==> src/rtl/riscv1stage_fetch_unit.sv <==
// Instruction fetch unit for a single-issue RISC-V core: owns the PC, issues one
// instruction-memory request at a time and holds the returned word for decode.
module riscv1stage_fetch_unit #(
  parameter logic [31:0] RESET_PC    = 32'h00000000,
  parameter logic [31:0] TRAP_VECTOR = 32'h00000100
) (
  input  logic        clk,
  input  logic        rst_n,
  input  logic [2:0]  pcSelect,
  input  logic [31:0] branchTarget,
  input  logic [31:0] jumpTarget,
  input  logic [31:0] jalrTarget,
  input  logic        retire,
  output logic        imemReqValid,
  input  logic        imemReqReady,
  output logic [31:0] imemAddress,
  input  logic        imemRespValid,
  input  logic [31:0] imemRespData,
  output logic [31:0] instruction,
  output logic        instructionValid,
  output logic [31:0] pc,
  output logic [31:0] pcPlus4,
  output logic        fetchMisaligned
);

  localparam logic [31:0] NOP = 32'h00000013;

  typedef enum logic [1:0] {
    S_IDLE,
    S_REQ,
    S_WAIT,
    S_VALID
  } state_t;

  state_t      r_state;
  logic [31:0] r_pc;
  logic [31:0] r_instr;
  logic        r_misaligned;

  logic [31:0] w_pc_plus4;
  logic [31:0] w_sel_pc;
  logic        w_misaligned;

  assign w_pc_plus4 = r_pc + 32'd4;

  // Unused select codes fall through to the trap vector, same as an exception.
  always_comb begin
    w_sel_pc = TRAP_VECTOR;
    case (pcSelect)
      3'd0:    w_sel_pc = w_pc_plus4;
      3'd1:    w_sel_pc = branchTarget;
      3'd2:    w_sel_pc = jumpTarget;
      3'd3:    w_sel_pc = {jalrTarget[31:1], 1'b0};
      default: w_sel_pc = TRAP_VECTOR;
    endcase
    w_misaligned = (w_sel_pc[1:0] != 2'b00);
  end

  always_ff @(posedge clk) begin
    if (!rst_n) begin
      r_state      <= S_IDLE;
      r_pc         <= RESET_PC;
      r_instr      <= NOP;
      r_misaligned <= 1'b0;
    end else begin
      r_misaligned <= 1'b0;
      case (r_state)
        S_IDLE: r_state <= S_REQ;
        S_REQ: begin
          if (imemReqReady) r_state <= S_WAIT;
        end
        S_WAIT: begin
          if (imemRespValid) begin
            r_instr <= imemRespData;
            r_state <= S_VALID;
          end
        end
        S_VALID: begin
          if (retire) begin
            r_pc         <= w_misaligned ? TRAP_VECTOR : w_sel_pc;
            r_misaligned <= w_misaligned;
            r_state      <= S_REQ;
          end
        end
        default: r_state <= S_IDLE;
      endcase
    end
  end

  assign imemReqValid     = (r_state == S_REQ);
  assign instructionValid = (r_state == S_VALID);
  assign imemAddress      = r_pc;
  assign pc               = r_pc;
  assign pcPlus4          = w_pc_plus4;
  assign instruction      = r_instr;
  assign fetchMisaligned  = r_misaligned;

endmodule
==> config.mk <==
export PLATFORM = sky130hd
export DESIGN_NAME = riscv1stage_fetch_unit
export DESIGN_NICKNAME = d
export VERILOG_FILES = /design/src/rtl/riscv1stage_fetch_unit.sv
export SDC_FILE = /design/constraint.sdc
export NUM_CORES = 1
export LEC_CHECK = 0
export BUFFER_PORTS_ARGS = -buffer_cell sky130_fd_sc_hd__buf_2
export CORE_AREA = 2 2 104 106
export CTS_CLUSTER_SIZE = 40
export DETAILED_ROUTE_END_ITERATION = 7
export DIE_AREA = 0 0 106 108
export PLACE_DENSITY = 0.79
export SETUP_SLACK_MARGIN = 0.05
export SYNTH_ARGS = -nofsm -noshare
export SYNTH_HDL_FRONTEND = slang
export SYNTH_SLANG_ARGS = --single-unit
==> constraint.sdc <==
create_clock -name clk -period 5 [get_ports clk]
set_input_delay 0 -clock clk [delete_from_list [all_inputs] [get_ports clk]]
set_output_delay 0 -clock clk [all_outputs]
set_load 0.005 [all_outputs]
**Yosys cells after proc, flatten, opt, wreduce, memory -nomap -nowiden**

Index checks and enable logic that the tools add are counted.

- Flip-flop bits (word level): 67
- Logic and storage cells: 27

- Add/subtract/negate cells: 1
- Equal/unequal tests: 9
- Mux-type cells: 6
- Reductions and logical operators: 7

Operator list:

| operator | count |
|---|---|
| one-hot mux 32 bit (4 select lines) | 1 |
| adder 32 x 3 -> 32 bit (second input constant) | 1 |
| two-way mux 32 bit | 1 |
| one-hot mux 2 bit (4 select lines) | 1 |
| equality test 3 x 2 -> 1 bit (second input constant) | 2 |
| two-way mux 2 bit | 3 |
| AND reduction 3 bit | 2 |
| equality test 2 bit (second input constant) | 2 |
| inequality test 2 bit (second input constant) | 2 |
| AND reduction 2 bit | 2 |
| equality test 3 x 1 -> 1 bit (second input constant) | 1 |
| logical NOT 3 bit | 1 |
| equality test 2 x 1 -> 1 bit (second input constant) | 1 |
| logical NOT 2 bit | 1 |
| inequality test 2 x 1 -> 1 bit (second input constant) | 1 |
| nonzero test 2 bit | 1 |

**Logic depth before layout (Yosys ltp)**

Gate-level depths: netlist (run 1).

- Depth after elaboration: 4
- Mapped depth: 7

**Worst setup path before layout (run 1)**

OpenSTA, ideal clock, no wires.

- Path kind: flip-flop to flip-flop
- Start: reg r_pc[2], in the netlist imemAddress[2]
- End: reg r_pc[30], in the netlist imemAddress[30]
- Data arrival time: 1.812 ns
- Required time: 4.877 ns
- Slack: 3.065 ns
- Stages on the path, launching flop included: 7
- Cells stage by stage: dfxtp_1 -> ha_1 -> nand3_1 -> or4_4 -> o211a_1 -> o31ai_1 -> a21boi_1

- Cells in the longest elaborated chain, start to end: 3

Ends and longest elaborated chain:

| item | line | RTL |
|---|---|---|
| start, declared | 36 | `logic [31:0] r_pc;` |
| start signal, assigned | 80 | `r_pc <= w_misaligned ? TRAP_VECTOR : w_sel_pc;` |
| adder 32 x 3 -> 32 bit | 44 | `assign w_pc_plus4 = r_pc + 32'd4;` |
| one-hot mux 32 bit (4 select lines) | 49 | `case (pcSelect)` |
| two-way mux 32 bit | 80 |  |

Every way passes these cells.
A chain may end at the register's enable or synchronous reset.

**Final worst setup path (run 1)**

- Start: reg r_pc[2], in the netlist imemAddress[2]
- End: out pcPlus4[16]

- Cells in the longest elaborated chain, start to end: 1

Ends and longest elaborated chain:

| item | line | RTL |
|---|---|---|
| adder 32 x 3 -> 32 bit | 44 |  |
| end, declared | 22 | `output logic [31:0] pcPlus4,` |

Every way passes these cells.

==> metrics.yaml, run 1 <==
status: "completed"
numClockSinks: 67
final_util_pct: 60.76
core.rowCount: 37
clock_insertion_delay_worst_skew_ns: 0.35
worst-path-buf-inv: 1
drv_slew: 0
antenna_cells: 0
timing.setup.critical_path_class: "reg2out"
required_ns: 5.00
dieHeight_um: 108
power_switching_mw: 0.4450
drt-total-wl_mm: 16.52
critical_path_s_top_delay_family: "simple AND/OR/NAND/NOR gates"
detailroute.via_count: 5165
total_congestion_overflow_after_global_routing: 0
powerDensity_mw_per_mm2: 243.9
antenna_violating_nets_post_route: 0
vias_per_cell: 5.512
internal_dissipation_mw: 1.071
ios: 267
power_leakage_nw: 3.035
nature_of_the_critical_path_endpoint: "output pin"
ys_seq_area_share_pct: 29.59
grt_pass1_vias: 5244
postSynth.asyncResetShare_pct: 0
yosysUniqueCellTypes: 65
grt_first_pass_wirelength_mm: 25.65
clock_power_share_pct: 36.5
worst-path-max-fanout: 8
finalWorstPathRequiredPeriod_ns: 2.558
clock-root-buffer: "sky130_fd_sc_hd__clkbuf_8"
cts.htree.levels: 3
worst_ep_arrival_time_ns: 2.56
layout-drive-gt1-share_pct: 39.83
design.final.nets: 937
irDropWorstVdd_uv: 213.2
final_routed_wire_length_divided_by_cell_count_um: 17.63
cap_violations: 0
numCtsBuffers: 9
post_synthesis_cell_area_mm2: 0.004533
worst-slew-pin-transition_ns: 1.139
clk_path_buf_depth: 2
dp_hpwl_mm: 11.68
synthesis.nets: 698
yosys_warnings: 0
cts_tree: "done"
initial_antenna_violation_count: 0
power.switching_fraction_pct: 29.36
final.period_utilization_pct: 51.17
cp_slowest_cell: "sky130_fd_sc_hd__nor3_1"
coreArea_mm2: 0.01023
grt_setup_unrepaired: "no"
hp-class: "in2reg"
fin_tns_setup_ns: 0
timing_hold_violations_final: 0
timing.clock.skew_ns: 0.008873
critPathMaxStageDelay_ns: 0.68
postCtsSetupBuffers: 0
yosys_register_bits: 67
final-setup-viol-count: 0
synthesis.area_per_instance_um2: 8.138
pwr-share-seq_pct: 39.7
synth-edff-count: 0
initial_utilization_pct: 44.31
clkSlewWorstSetupHoldPaths_ns: 0.07
finalWeightedCongestion: 0.8525
port_buffers: 265
maxClockFrequency_mhz: 390.9
n_fill_cell: 846
critPathLaunchType: "flip-flop"
worst_slew_margin_rel_pct: 24.08
p_comb_share_pct: 23.8
track_usage_pct: 28.27
critical_path.cell_chain: "ha_1, nand3_1, nor3_1, and3_1, xor2_1, buf_2"
postSynth.topFlopCell: "sky130_fd_sc_hd__dfxtp_1"
drt_first_pass_iters: 5
drc: 0
synthCells: 557
total_power_mw: 1.516
layout-area-overhead-vs-synth_pct: 37.12
horizontal_die_dimension_um: 106
initial_drc_count: 263
grt_start_max_net_pins: 62
die_area_mm2: 0.01145
==> cells by family (layout without fill, tap and decap cells) <==
kind of cell,after synthesis,count (layout),share of synthesized area (%)
buffers and inverters,84,328,10.21
AO/OA/AOI/OAI,125,125,19.90
multiplexers,33,33,9.605
XOR/XNOR,26,26,5.023
flip-flops,67,67,29.59
adder cells (fa/ha/maj),5,5,1.380
AND/OR/NAND/NOR,217,217,24.29
==> synth_stat cells (all sizes together) (3+ instances only) <==
master   n  area (µm²)
a21boi  33       247.7
a21oi   13       65.06
a221oi   3       26.28
a22o     5       43.79
a22oi   20       150.1
and2    10       62.56
and3     8       51.30
and4     3       26.28
buf     44       310.3
clkbuf  30       115.1
dfxtp   67        1341
ha       5       62.56
inv      9       33.78
mux2    14       157.7
mux2i   12       120.1
mux4     7       157.7
nand2   90       337.8
nand3   15       90.09
nand4   14       100.1
nor2    38       142.6
nor2b    7       43.79
nor3     7       46.30
nor3b    4       45.05
nor4     8       65.06
o211a    4       40.04
o21ai   20       100.1
o31ai    4       30.03
o32ai    4       35.03
or2      5       31.28
or4      3       26.27
xnor2   17       148.9
xor2     9       78.83
==> power groups by stage <==
stage	clock, mW	combinational [mW]	sequential [mW]
floorplan	0	0.195	0.612
global placement	0	0.318	0.609
detailed placement	0	0.335	0.612
CTS	0.561	0.356	0.600
global route	0.580	0.403	0.606
finish	0.554	0.361	0.601
==> layout make-up <==
cell class	count	area (µm²)	area share [%]
sequential	67	1341	21.58
timing repair buffer	302	1689	27.17
tap	136	170.2	2.738
clock buffer	10	127.6	2.053
inverter	10	37.54	0.6039
multi-input combinational	406	2736	44.02
clock inverter	6	113.9	1.832
==> per-layer routing <==
layer / wire, µm / global-route usage, %
met1: 6295 / 31.76
met2: 8337 / 50.92
met3: 1503 / 7.896
met4: 385 / 11.00
met5: 0 / 0
==> repair_timing <==
item | CTS | global route
resized for setup | 0 | 0
setup endpoints to repair | 0 | 0
hold endpoints to repair | 34 | 0
hold buffers | 34 | 0
==> per-stage QoR <==
step | cells | setup slack, ns | area (µm²) | hold slack, ns
4_1_cts | 937 | 2.424 | 6216 | 0.001975
3_5_place_dp | 887 | 2.416 | 5634 | 0.2110
3_3_place_gp | 887 | 2.489 | 5634 | 0.2091
6_report | 937 | 2.442 | 6216 | 0.01827
2_1_floorplan | 557 | 3.065 | 4533 | 0.1242
5_1_grt | 937 | 2.233 | 6216 | 0.02985
==> worst min-delay path: stages <==
cell,delay [ns]
sky130_fd_sc_hd__buf_2,0.08
sky130_fd_sc_hd__nand2_1,0.03
sky130_fd_sc_hd__o21ai_0,0.07
sky130_fd_sc_hd__nand2_1,0.05
sky130_fd_sc_hd__o311ai_0,0.08
==> placed cells by master, fill, tap and decap left out, types with 5 or more instances in the layout <==
cell                              n
sky130_fd_sc_hd__and3_1           7
sky130_fd_sc_hd__nand2_1         90
sky130_fd_sc_hd__inv_1            9
sky130_fd_sc_hd__xor2_1           9
sky130_fd_sc_hd__dlygate4sd3_1   34
sky130_fd_sc_hd__dfxtp_1         67
sky130_fd_sc_hd__nor2b_1          6
sky130_fd_sc_hd__nor3_1           5
sky130_fd_sc_hd__buf_2          265
sky130_fd_sc_hd__nand3_1         12
sky130_fd_sc_hd__nor2_1          38
sky130_fd_sc_hd__xnor2_1         17
sky130_fd_sc_hd__o21ai_0         18
sky130_fd_sc_hd__ha_1             5
sky130_fd_sc_hd__a22oi_1         20
sky130_fd_sc_hd__a21boi_0        30
sky130_fd_sc_hd__clkbuf_8         9
sky130_fd_sc_hd__mux4_2           7
sky130_fd_sc_hd__a21oi_1         13
sky130_fd_sc_hd__nor4_1           7
sky130_fd_sc_hd__mux2_2          14
sky130_fd_sc_hd__nand4_1         12
sky130_fd_sc_hd__a22o_1           5
sky130_fd_sc_hd__and2_1          10
sky130_fd_sc_hd__mux2i_1         12
==> flip-flops by register name, summed over array words and instances (netlist names) <==
register / flops
instruction: 32
imemAddress: 32
r_state: 2
fetchMisaligned: 1
==> worst paths after layout <==
kind / startpoint / endpoint / slack [ns] / cells past startpoint
setup reg to reg: r_state[0] / imemAddress[24] / 2.50 / 5
hold reg to reg: instruction[1] / instruction[1] / 0.46 / 2
setup / recovery: imemAddress[2] / pcPlus4[16] / 2.44 / 6
hold / removal: jumpTarget[22] / imemAddress[22] / 0.02 / 5
Power figures use the tool's default switching activity.
==> inputs of run 2 (changes only) <==
--- a/config.mk
+++ b/config.mk
@@ -6,11 +6,12 @@
 export NUM_CORES = 1
 export LEC_CHECK = 0
 export BUFFER_PORTS_ARGS = -buffer_cell sky130_fd_sc_hd__buf_2
-export CORE_AREA = 2 2 104 106
+export CORE_ASPECT_RATIO = 1.1
+export CORE_MARGIN = 1
+export CORE_UTILIZATION = 40
 export CTS_CLUSTER_SIZE = 40
 export DETAILED_ROUTE_END_ITERATION = 7
-export DIE_AREA = 0 0 106 108
-export PLACE_DENSITY = 0.79
+export PLACE_DENSITY = 0.75
 export SETUP_SLACK_MARGIN = 0.05
 export SYNTH_ARGS = -nofsm -noshare
 export SYNTH_HDL_FRONTEND = slang
==> constraint.sdc (replaced) <==
create_clock -name clk -period 2.2 [get_ports clk]
set_input_delay 0 -clock clk [delete_from_list [all_inputs] [get_ports clk]]
set_output_delay 0 -clock clk [all_outputs]
set_load 0.005 [all_outputs]
==> run 2 against run 1 <==
  * Wire length shrank 4.0%
  * Clock-buffer cell count shrank 1
  * Hold slack lost 0.0058 ns
  * Worst setup slack lost 2.3 ns
  * Clock skew grew 0.0015 ns
  * First-iteration DRC count shrank 4.9%
  * Cell area grew 5.9%
  * Sequential cell count is the same
  * Combinational power grew 130%
  * Sequential share of layout area shrank 1.1 points
  * Largest cell class unchanged
  * Global-route usage shrank 1.8 points
  * Via count grew 0.58%
==> metrics.yaml, run 2 (synthesized netlist as in run 1, its figures left out) <==
status: "completed"
antenna_cells: 0  # unchanged
total_congestion_overflow_after_global_routing: 0  # unchanged
p_comb_share_pct: 22.6  # -1.2 points
initial_antenna_violation_count: 0  # unchanged
vias_per_cell: 5.306  # -3.7%
drt-total-wl_mm: 15.87  # -4.0%
design_area_mm2: 0.006583  # +5.9%
timing_hold_violations_final: 0  # unchanged
required_ns: 2.20  # -2.80 ns
layout-area-overhead-vs-synth_pct: 45.21
preCtsSetupSlack_ns: 0.2183  # -2.198 ns
initial_drc_count: 250  # -4.9%
critical_path.cell_chain: "ha_1, nand3_1, or4_4, nor2_1, xor2_1, buf_2"
timing.setup.critical_path_class: "reg2out"
nature_of_the_critical_path_endpoint: "output pin"
antenna_violating_nets_post_route: 0  # unchanged
layout_commonest_cell: "sky130_fd_sc_hd__buf_2"
drv_slew: 0  # unchanged
fin_tns_setup_ns: 0  # unchanged
initial_utilization_pct: 41.36  # -2.9 points
total_power_mw: 3.716  # +150%
place_area_mm2: 0.005893  # +4.6%
final-setup-viol-count: 0  # unchanged
internal_dissipation_mw: 2.600  # +140%
irDropWorstVdd_uv: 416.6  # +95%
track_usage_pct: 26.47  # -1.8 points
mostFrequentLayoutCells: "sky130_fd_sc_hd__buf_2, sky130_fd_sc_hd__nand2_1, sky130_fd_sc_hd__dfxtp_1, sky130_fd_sc_hd__nor2_1, sky130_fd_sc_hd__buf_4"
critPathMaxStageDelay_ns: 0.59  # -0.09 ns
dieHeight_um: 113.7  # +5.2%
numCtsBuffers: 9  # unchanged
critPathLaunchType: "flip-flop"
design.final.nets: 968  # +3.3%
stdcell_count: 979  # +4.5%
worst-slew-pin-transition_ns: 1.150  # +0.01118 ns
power_switching_mw: 1.115  # +150%
finalWorstPathRequiredPeriod_ns: 2.101
placed_cells_incl_taps: 929  # +4.7%
layout-drive-gt1-share_pct: 43.63  # +3.8 points
core.rowCount: 40  # +8.1%
worst_ep_arrival_time_ns: 2.10  # -0.46 ns
clock-root-buffer: "sky130_fd_sc_hd__clkbuf_16"
final_routed_wire_length_divided_by_cell_count_um: 16.21  # -8.1%
finalWeightedCongestion: 0.8512  # -0.15%
coreArea_mm2: 0.01096  # +7.1%
cap_violations: 0  # unchanged
layout_setup_ws_ns: 0.09940  # -2.342 ns
cts_tree: "done"
cp_slowest_cell: "sky130_fd_sc_hd__or4_4"
maxClockFrequency_mhz: 476.1
grt_first_pass_wirelength_mm: 24.71  # -3.7%
drc: 0  # unchanged
horizontal_die_dimension_um: 103.5  # -2.4%
detailroute.via_count: 5195  # +0.58%
power_leakage_nw: 3.248  # +7.0%
final.period_utilization_pct: 95.48
timing.clock.skew_ns: 0.01040  # +0.001529 ns
worst-path-max-fanout: 3  # -5
grt_start_max_net_pins: 37  # -40%
clock_insertion_delay_worst_skew_ns: 0.34  # about the same
numClockSinks: 67  # unchanged
dp_hpwl_mm: 11.38  # -2.6%
die_area_mm2: 0.01176  # +2.7%
clkSlewWorstSetupHoldPaths_ns: 0.06  # about the same
port_buffers: 265  # unchanged
ios: 267  # unchanged
power.switching_fraction_pct: 30.01  # +0.66 points
worst_slew_margin_rel_pct: 23.33  # -0.75 points
powerDensity_mw_per_mm2: 564.5  # +130%
grt_pass1_vias: 4894  # -6.7%
pwr-share-seq_pct: 36.6  # -3.1 points
drt_first_pass_iters: 4  # -1
cts.htree.levels: 3  # unchanged
grt_setup_unrepaired: "yes"
clock_power_share_pct: 40.8  # +4.3 points
hp-class: "in2reg"
clk_path_buf_depth: 2  # unchanged
run 2: cell types whose count changed in the layout (fill, tap and decap cells not counted), moves of 2 or more:
cell,previous run,this run
sky130_fd_sc_hd__and4_1,3,0
sky130_fd_sc_hd__and4_2,0,2
sky130_fd_sc_hd__buf_4,3,34
sky130_fd_sc_hd__bufinv_16,3,1
sky130_fd_sc_hd__clkbuf_16,0,9
sky130_fd_sc_hd__clkbuf_8,9,0
sky130_fd_sc_hd__dfxtp_1,67,63
sky130_fd_sc_hd__dfxtp_2,0,4
sky130_fd_sc_hd__inv_6,0,3
run 2: metrics by stage:
step	utilization [%]	hold WS, ns
after floorplan	-	0.1242
after global placement	53.77	0.2118
after detailed placement	53.77	0.2182
after CTS	59.76	0.004464
after global routing	60.06	0.02472
final	60.06	0.01251
run 2: critical path, delay by kind of cell (launching register included):
kind | cells | cell delay, ns
and+or+nand+nor | 3 | 0.97
buffers and inverters | 1 | 0.13
DFF | 1 | 0.33
xor gates and xnor gates | 1 | 0.15
adders and majority gates | 1 | 0.20
run 2: timing repair:
item                                    in CTS  in global routing
resized for setup                            4                 10
endpoints found under the hold margin       33                  0
setup buffers                                0                  1
pin swaps                                    0                  1
hold buffers                                33                  0
endpoints found under the setup margin       3                  7
run 2: layout make-up:
| type | count | area [µm²] |
|---|---|---|
| clock buffers | 9 | 225.2 |
| inverters | 10 | 37.54 |
| multi-input cells | 406 | 2774 |
| flip-flops and latches | 67 | 1346 |
| fillers | 1008 | 4378 |
| clock inverters | 7 | 83.83 |
| repair buffers | 333 | 1932 |
| well taps | 147 | 183.9 |
run 2: path summary, 6_finish.rpt:
path                endpoint            start  depth (start not counted)  slack [ns]
max reg2reg  imemAddress[30]   imemAddress[2]                          6        0.19
min          imemAddress[19]   jumpTarget[19]                          5        0.01
max              pcPlus4[30]   imemAddress[2]                          6         0.1
min reg2reg  instruction[20]  instruction[20]                          2        0.46
run 2: power groups by stage:
stage	logic [mW]	registers (mW)	clock network [mW]
final	0.839	1.36	1.52
after detailed placement	0.781	1.38	0
after global placement	0.773	1.38	0
after CTS	0.829	1.36	1.53
after floorplan	0.443	1.39	0
after global routing	0.934	1.37	1.57
run 2: layer usage:
metal / wire, µm / track usage, %
met1: 6208 / 29.27
met2: 7926 / 47.87
met3: 1177 / 6.057
met4: 554 / 13.24
met5: 0 / 0
